File: src/rtl/acorn_pkg.sv
// Shared constants, FSM encoding and boolean helpers for the ACORN-128 message engine.
package acorn_pkg;

  localparam int STATE_W    = 293;
  localparam int PAD1_STEPS = 128;
  localparam int PAD0_STEPS = 128;

  typedef enum logic [2:0] {
    ST_IDLE = 3'd0,
    ST_MSG  = 3'd1,
    ST_PAD1 = 3'd2,
    ST_PAD0 = 3'd3,
    ST_DONE = 3'd4
  } fsm_e;

  // Six LFSR segments, updated in this order: dst ^= a ^ b
  localparam int LFSR_DST [0:5] = '{289, 230, 193, 154, 107, 61};
  localparam int LFSR_A   [0:5] = '{235, 196, 160, 111, 66, 23};
  localparam int LFSR_B   [0:5] = '{230, 193, 154, 107, 61, 0};

  function automatic logic maj(input logic x, input logic y, input logic z);
    return (x & y) ^ (x & z) ^ (y & z);
  endfunction

  function automatic logic ch(input logic x, input logic y, input logic z);
    return (x & y) ^ (~x & z);
  endfunction

endpackage

File: src/rtl/acorn_crypt_engine_step.sv
// One combinational ACORN-128 StateUpdate128: LFSR update, keystream bit, NFSR feedback and shift.
module acorn_step
  import acorn_pkg::*;
(
  input  logic [STATE_W-1:0] state_i,
  input  logic               m_i,
  input  logic               ca_i,
  input  logic               cb_i,
  output logic               ks_o,
  output logic [STATE_W-1:0] next_state_o
);

  logic [STATE_W-1:0] s;
  logic               f;

  // Keystream is taken after the LFSR update; split from the feedback so m may depend on ks
  always_comb begin
    s = state_i;
    for (int k = 0; k < 6; k++) begin
      s[LFSR_DST[k]] = s[LFSR_DST[k]] ^ s[LFSR_A[k]] ^ s[LFSR_B[k]];
    end
    ks_o = s[12] ^ s[154] ^ maj(s[235], s[61], s[193]) ^ ch(s[230], s[111], s[66]);
  end

  always_comb begin
    f = s[0] ^ ~s[107] ^ maj(s[244], s[23], s[160]) ^ (ca_i & s[196]) ^ (cb_i & ks_o);
    next_state_o = {f ^ m_i, s[STATE_W-1:1]};
  end

endmodule

File: src/rtl/acorn_crypt_engine.sv
// ACORN-128 message-phase engine: one bit per clock, encrypt/decrypt, 256-step padding tail.
module acorn_crypt_engine
  import acorn_pkg::*;
#(
  parameter int MSG_MAX_BITS = 128,
  parameter int LEN_W        = $clog2(MSG_MAX_BITS + 1)
) (
  input  logic                    clk,
  input  logic                    rst_n,
  input  logic                    start,
  input  logic                    mode_in,
  input  logic [LEN_W-1:0]        msg_len_in,
  input  logic [STATE_W-1:0]      state_in,
  input  logic [MSG_MAX_BITS-1:0] data_in,
  output logic                    busy,
  output logic                    done,
  output logic [MSG_MAX_BITS-1:0] data_out,
  output logic [STATE_W-1:0]      state_out
);

  localparam int CNT_W = $clog2(MSG_MAX_BITS + PAD1_STEPS + PAD0_STEPS + 1);
  localparam int IDX_W = (MSG_MAX_BITS > 1) ? $clog2(MSG_MAX_BITS) : 1;

  fsm_e                    fsm_q, fsm_d;
  logic [STATE_W-1:0]      state_q, state_d;
  logic [MSG_MAX_BITS-1:0] data_q, data_d;
  logic [MSG_MAX_BITS-1:0] data_out_q, data_out_d;
  logic                    mode_q, mode_d;
  logic [LEN_W-1:0]        len_q, len_d;
  logic [CNT_W-1:0]        cnt_q, cnt_d;

  logic [LEN_W-1:0]   len_sat;
  logic [IDX_W-1:0]   idx;
  logic               last_msg, last_pad1, last_pad0;
  logic               ks, m, ca, msg_bit;
  logic [STATE_W-1:0] step_state;

  assign len_sat   = (msg_len_in > LEN_W'(MSG_MAX_BITS)) ? LEN_W'(MSG_MAX_BITS) : msg_len_in;
  assign idx       = cnt_q[IDX_W-1:0];
  assign msg_bit   = data_q[idx];
  assign last_msg  = (cnt_q == CNT_W'(len_q) - CNT_W'(1));
  assign last_pad1 = (cnt_q == CNT_W'(PAD1_STEPS - 1));
  assign last_pad0 = (cnt_q == CNT_W'(PAD0_STEPS - 1));

  acorn_step u_step (
    .state_i      (state_q),
    .m_i          (m),
    .ca_i         (ca),
    .cb_i         (1'b0),
    .ks_o         (ks),
    .next_state_o (step_state)
  );

  always_ff @(posedge clk or negedge rst_n) begin
    if (!rst_n) begin
      fsm_q      <= ST_IDLE;
      state_q    <= '0;
      data_q     <= '0;
      data_out_q <= '0;
      mode_q     <= 1'b0;
      len_q      <= '0;
      cnt_q      <= '0;
    end else begin
      fsm_q      <= fsm_d;
      state_q    <= state_d;
      data_q     <= data_d;
      data_out_q <= data_out_d;
      mode_q     <= mode_d;
      len_q      <= len_d;
      cnt_q      <= cnt_d;
    end
  end

  always_comb begin
    fsm_d = fsm_q;
    unique case (fsm_q)
      ST_IDLE: if (start) fsm_d = (len_sat == '0) ? ST_PAD1 : ST_MSG;
      ST_MSG:  if (last_msg) fsm_d = ST_PAD1;
      ST_PAD1: if (last_pad1) fsm_d = ST_PAD0;
      ST_PAD0: if (last_pad0) fsm_d = ST_DONE;
      ST_DONE: fsm_d = ST_IDLE;
      default: fsm_d = ST_IDLE;
    endcase
  end

  // Decrypt feeds the recovered plaintext back into the state, same as encrypt
  always_comb begin
    m  = 1'b0;
    ca = 1'b0;
    unique case (fsm_q)
      ST_MSG: begin
        m  = mode_q ? (msg_bit ^ ks) : msg_bit;
        ca = 1'b1;
      end
      ST_PAD1: begin
        m  = (cnt_q == '0);
        ca = 1'b1;
      end
      default: ;
    endcase
  end

  always_comb begin
    state_d    = state_q;
    data_d     = data_q;
    data_out_d = data_out_q;
    mode_d     = mode_q;
    len_d      = len_q;
    cnt_d      = cnt_q;
    unique case (fsm_q)
      ST_IDLE: if (start) begin
        state_d    = state_in;
        data_d     = data_in;
        mode_d     = mode_in;
        len_d      = len_sat;
        data_out_d = '0;
        cnt_d      = '0;
      end
      ST_MSG: begin
        state_d         = step_state;
        data_out_d[idx] = msg_bit ^ ks;
        cnt_d           = last_msg ? '0 : cnt_q + CNT_W'(1);
      end
      ST_PAD1: begin
        state_d = step_state;
        cnt_d   = last_pad1 ? '0 : cnt_q + CNT_W'(1);
      end
      ST_PAD0: begin
        state_d = step_state;
        cnt_d   = last_pad0 ? '0 : cnt_q + CNT_W'(1);
      end
      default: cnt_d = '0;
    endcase
  end

  always_comb begin
    busy      = (fsm_q == ST_MSG) || (fsm_q == ST_PAD1) || (fsm_q == ST_PAD0);
    done      = (fsm_q == ST_DONE);
    data_out  = data_out_q;
    state_out = state_q;
  end

endmodule
File: config.mk
export PLATFORM = sky130hd
export DESIGN_NAME = acorn_crypt_engine
export DESIGN_NICKNAME = d
export VERILOG_FILES = /design/src/rtl/acorn_pkg.sv /design/src/rtl/acorn_crypt_engine_step.sv /design/src/rtl/acorn_crypt_engine.sv
export SDC_FILE = /design/constraint.sdc
export NUM_CORES = 1
export LEC_CHECK = 0
export ABC_AREA = 1
export CAP_MARGIN = 20
export CORE_AREA = 10 10 324 326
export DETAILED_ROUTE_END_ITERATION = 6
export DIE_AREA = 0 0 334 336
export SYNTH_ARGS = -nofsm -noshare
export SYNTH_HDL_FRONTEND = slang
export SYNTH_SLANG_ARGS = --single-unit
File: constraint.sdc
create_clock -name clk -period 2 [get_ports clk]
set_input_delay 0.4 -clock clk [delete_from_list [all_inputs] [get_ports clk]]
set_output_delay 0.4 -clock clk [all_outputs]
set_load 0.02 [all_outputs]
==> flow_summary.toml <==
[drt]
first_pass_iters = 6
vias_per_cell = 4.83
wl_per_cell_um = 22.5
ant_nets = 0
drtIter0Drc = 2030
drt_wl_total_mm = 124
drc = 0
vias = 26700

[sta]
fin_crit_ns = 2.52
max_freq_ghz = 0.397
setup_tns_ns = -77.82
rsz0062_at_grt = "yes"
skew_ns = 0.0215
relSlewSlack_pct = 59.3
tightest_slew_ns = 0.607
worst_slack_ns = -0.520
hold_viol = 0
drv_slew = 0
setup_viol = 428
fin_crit_sh_pct = 126

[global_routing]
grt_util_met2_pct = 36.2
met3_usage_pct = 5.21
grt_pass1_vias = 26700
use_met1_pct = 25.5
top_usage_layer = "met2"
grt_max_degree = 85
grt_use_total_pct = 21.1
antenna_found_initial = 10
grt.overflow.total = 0
grt_pass1_wl_mm = 180

[clock_network]
clk_pin_slew_ns = 0.06
clkSinkCount = 570
clockBufferDepth = 3
cts_tree = "done"
cts-root-buf = "clkbuf_16"
clk_latency_ns = 0.62
h-tree-depth = 3
numCtsBuffers = 72

[logic_synthesis]
synthCells = 3111
synth_fp_nets = 3547
synth_cell_types = 34
synth-seq-area-share_pct = 54.7
synth_most_common_cell = "nand2_1"
yosys-top-cells-area = "dfrtp_1 55%, nand2_1 9.9%, o21ai_0 5.7%"
synth_common_cells = "690 x nand2_1, 570 x dfrtp_1, 331 x inv_1"
synth_top_area_cell = "dfrtp_1"
synthFlopType = "dfrtp_1"
ys_ff_latch = 570
async_flop_share_pct = 100
yosysWarnings = 0
synth_area_sq_um = 26100
netlist.area_leader.share_pct = 54.7
syn-mean-instance-area_sq_um = 8.38
synth-edff-count = 0

[final_layout]
post-route-util_pct = 42.4
area_delta_synth_final_pct = 59.6
final_nets = 4613
fin_cells = 5526
drive_above_1_share_pct = 12.8

[power_and_ir_drop]
combinationalPowerShare_pct = 60.2
power_density_nw_per_um2 = 2020
pwr-share-seq_pct = 23.6
p_sw_uw = 37500
power_report.internal_total_uw = 46700
peakVddDrop_v = 0.00125
p_leak_uw = 0.0185
switching_share_pct = 44.5
clockPowerShare_pct = 16.2

[floorplan]
die_w_um = 334
dieArea_sq_um = 112000
io_pins = 856
core.rowCount = 115
start_util_pct = 26.6
core_sq_um = 98100
dieHeight_um = 336

[placement]
gp_congestion = 0.929
place_hpwl_mm = 96.9
portBuffers = 855
dp.cells = 5366
dp_slack_ns = -0.644

[worst_setup_path]
critPathKind = "flip-flop to flip-flop"
required_ns = 2.50
worst_ep_arrival_time_ns = 3.02
critPathCaptureType = "flip-flop"
crit_path_start_kind = "flip-flop"
crit_fanout = 8

[run_status]
violations = "setup timing"
status = "finished, violations left"

[min_path]
hp-class = "primary input to flip-flop"

[job]
drv_cap = 0
==> critical path: stages, from the launching register on <==
cell	delay [ns]
dfrtp_2	0.47
buf_12	0.17
buf_12	0.12
clkbuf_16	0.14
nand2_1	0.05
nand3_1	0.07
nand2_1	0.05
o21ai_1	0.16
nand2_1	0.08
nor2_1	0.09
nor2_1	0.04
nor2_1	0.14
nand2_2	0.08
nand2_2	0.07
and2_4	0.26
buf_8	0.17
buf_6	0.14
o21ai_1	0.07
==> layout by cell type (no fill, tap or decap), types with 7 or more instances in the layout <==
cell,netlist,layout
clkdlybuf4s50_1,0,812
nand2_1,690,684
dfrtp_1,570,566
inv_1,331,329
o21ai_0,296,296
nor2_1,289,282
buf_4,5,264
nand3_1,203,202
o211ai_1,155,155
o21ai_1,139,113
o22ai_1,112,112
clkbuf_16,0,82
buf_12,0,60
o21ai_2,0,26
a31oi_1,24,24
xor2_1,23,23
dlygate4sd2_1,0,21
a21oi_1,19,19
clkinv_2,0,13
clkbuf_8,0,13
clkbuf_1,131,11
buf_6,13,10
xnor2_1,9,9
diode_2,0,7
bufinv_16,0,7
clkdlybuf4s15_1,0,7
==> power by group through the flow <==
stage | logic [uW] | registers [uW] | clock network (uW)
4_1_cts | 47900 | 19900 | 14000
5_1_grt | 54800 | 20400 | 14400
3_3_place_gp | 45200 | 19900 | 0
2_1_floorplan | 20900 | 23200 | 0
3_5_place_dp | 45600 | 20000 | 0
6_report | 50700 | 19900 | 13700
==> layer usage <==
| layer | part of all wire [%] | routed length, um | vias up |
|---|---|---|---|
| met5 | 0.053 | 66 | - |
| met2 | 49 | 61300 | 1063 |
| met4 | 3.7 | 4550 | 10 |
| met3 | 7.2 | 9010 | 210 |
| li1 | - | - | 12400 |
| met1 | 40 | 49400 | 13000 |
==> repair_timing <==
action                                  CTS  global route
resized for setup                        73            56
buffers inserted                         13             0
gates cloned                              3             7
hold buffers                              1             0
hold endpoints to repair                 27             0
pin swaps                                 2             9
endpoints found under the setup margin  816           938
==> area by class of cell <==
type / instances / area, sq um
inverter: 341 / 1320
fill: 9748 / 56500
sequential: 570 / 14300
clock buffer: 100 / 2120
timing repair buffer: 1196 / 12100
tap: 1287 / 1610
antenna: 7 / 17.5
multi-input combinational: 1996 / 9830
clock inverter: 29 / 355
==> metrics by stage <==
step | area, sq um | power [uW] | hold slack (ns)
after global placement | 38500 | 65100 | 0.405
after CTS | 41200 | 81700 | 0.283
final | 41600 | 84300 | 0.338
after detailed placement | 38500 | 65600 | 0.405
after global routing | 41600 | 89600 | 0.327
after floorplan | 26100 | 44100 | 0.104
==> kinds of logic after synthesis <==
group	Yosys count	synth area share, %
AOI/OAI and AO/OA	760	16.9
xor gates and xnor gates	32	1.07
adders and majority gates	3	0.144
buffers and inverters	545	8.52
DFF	570	54.7
and+or+nand+nor	1201	18.6
==> sequential cells by signal, summed over array words and instances (netlist names) <==
name,cells
len_q,8
mode_q,1
cnt_q,9
fsm_q,3
data_out,128
data_q,128
state_out,293
==> worst paths after layout <==
check / from / end / slack (ns) / depth (start not counted)
setup / recovery: cnt_q[0]$_DFFE_PN0N_ / data_out[39]$_DFFE_PN0P_ / -0.52 / 17
min in group asynchronous: rst_n / state_out[175]$_DFFE_PN0P_ / 0.38 / 2
setup reg to reg: cnt_q[0]$_DFFE_PN0N_ / data_out[39]$_DFFE_PN0P_ / -0.52 / 17
hold reg to reg: data_out[56]$_DFFE_PN0P_ / data_out[56]$_DFFE_PN0P_ / 0.51 / 2
max in group asynchronous: rst_n / data_q[5]$_DFFE_PN0P_ / 0.80 / 3
hold / removal: data_in[55] / data_q[55]$_DFFE_PN0P_ / 0.34 / 3
(Power assumes the default switching activity.)
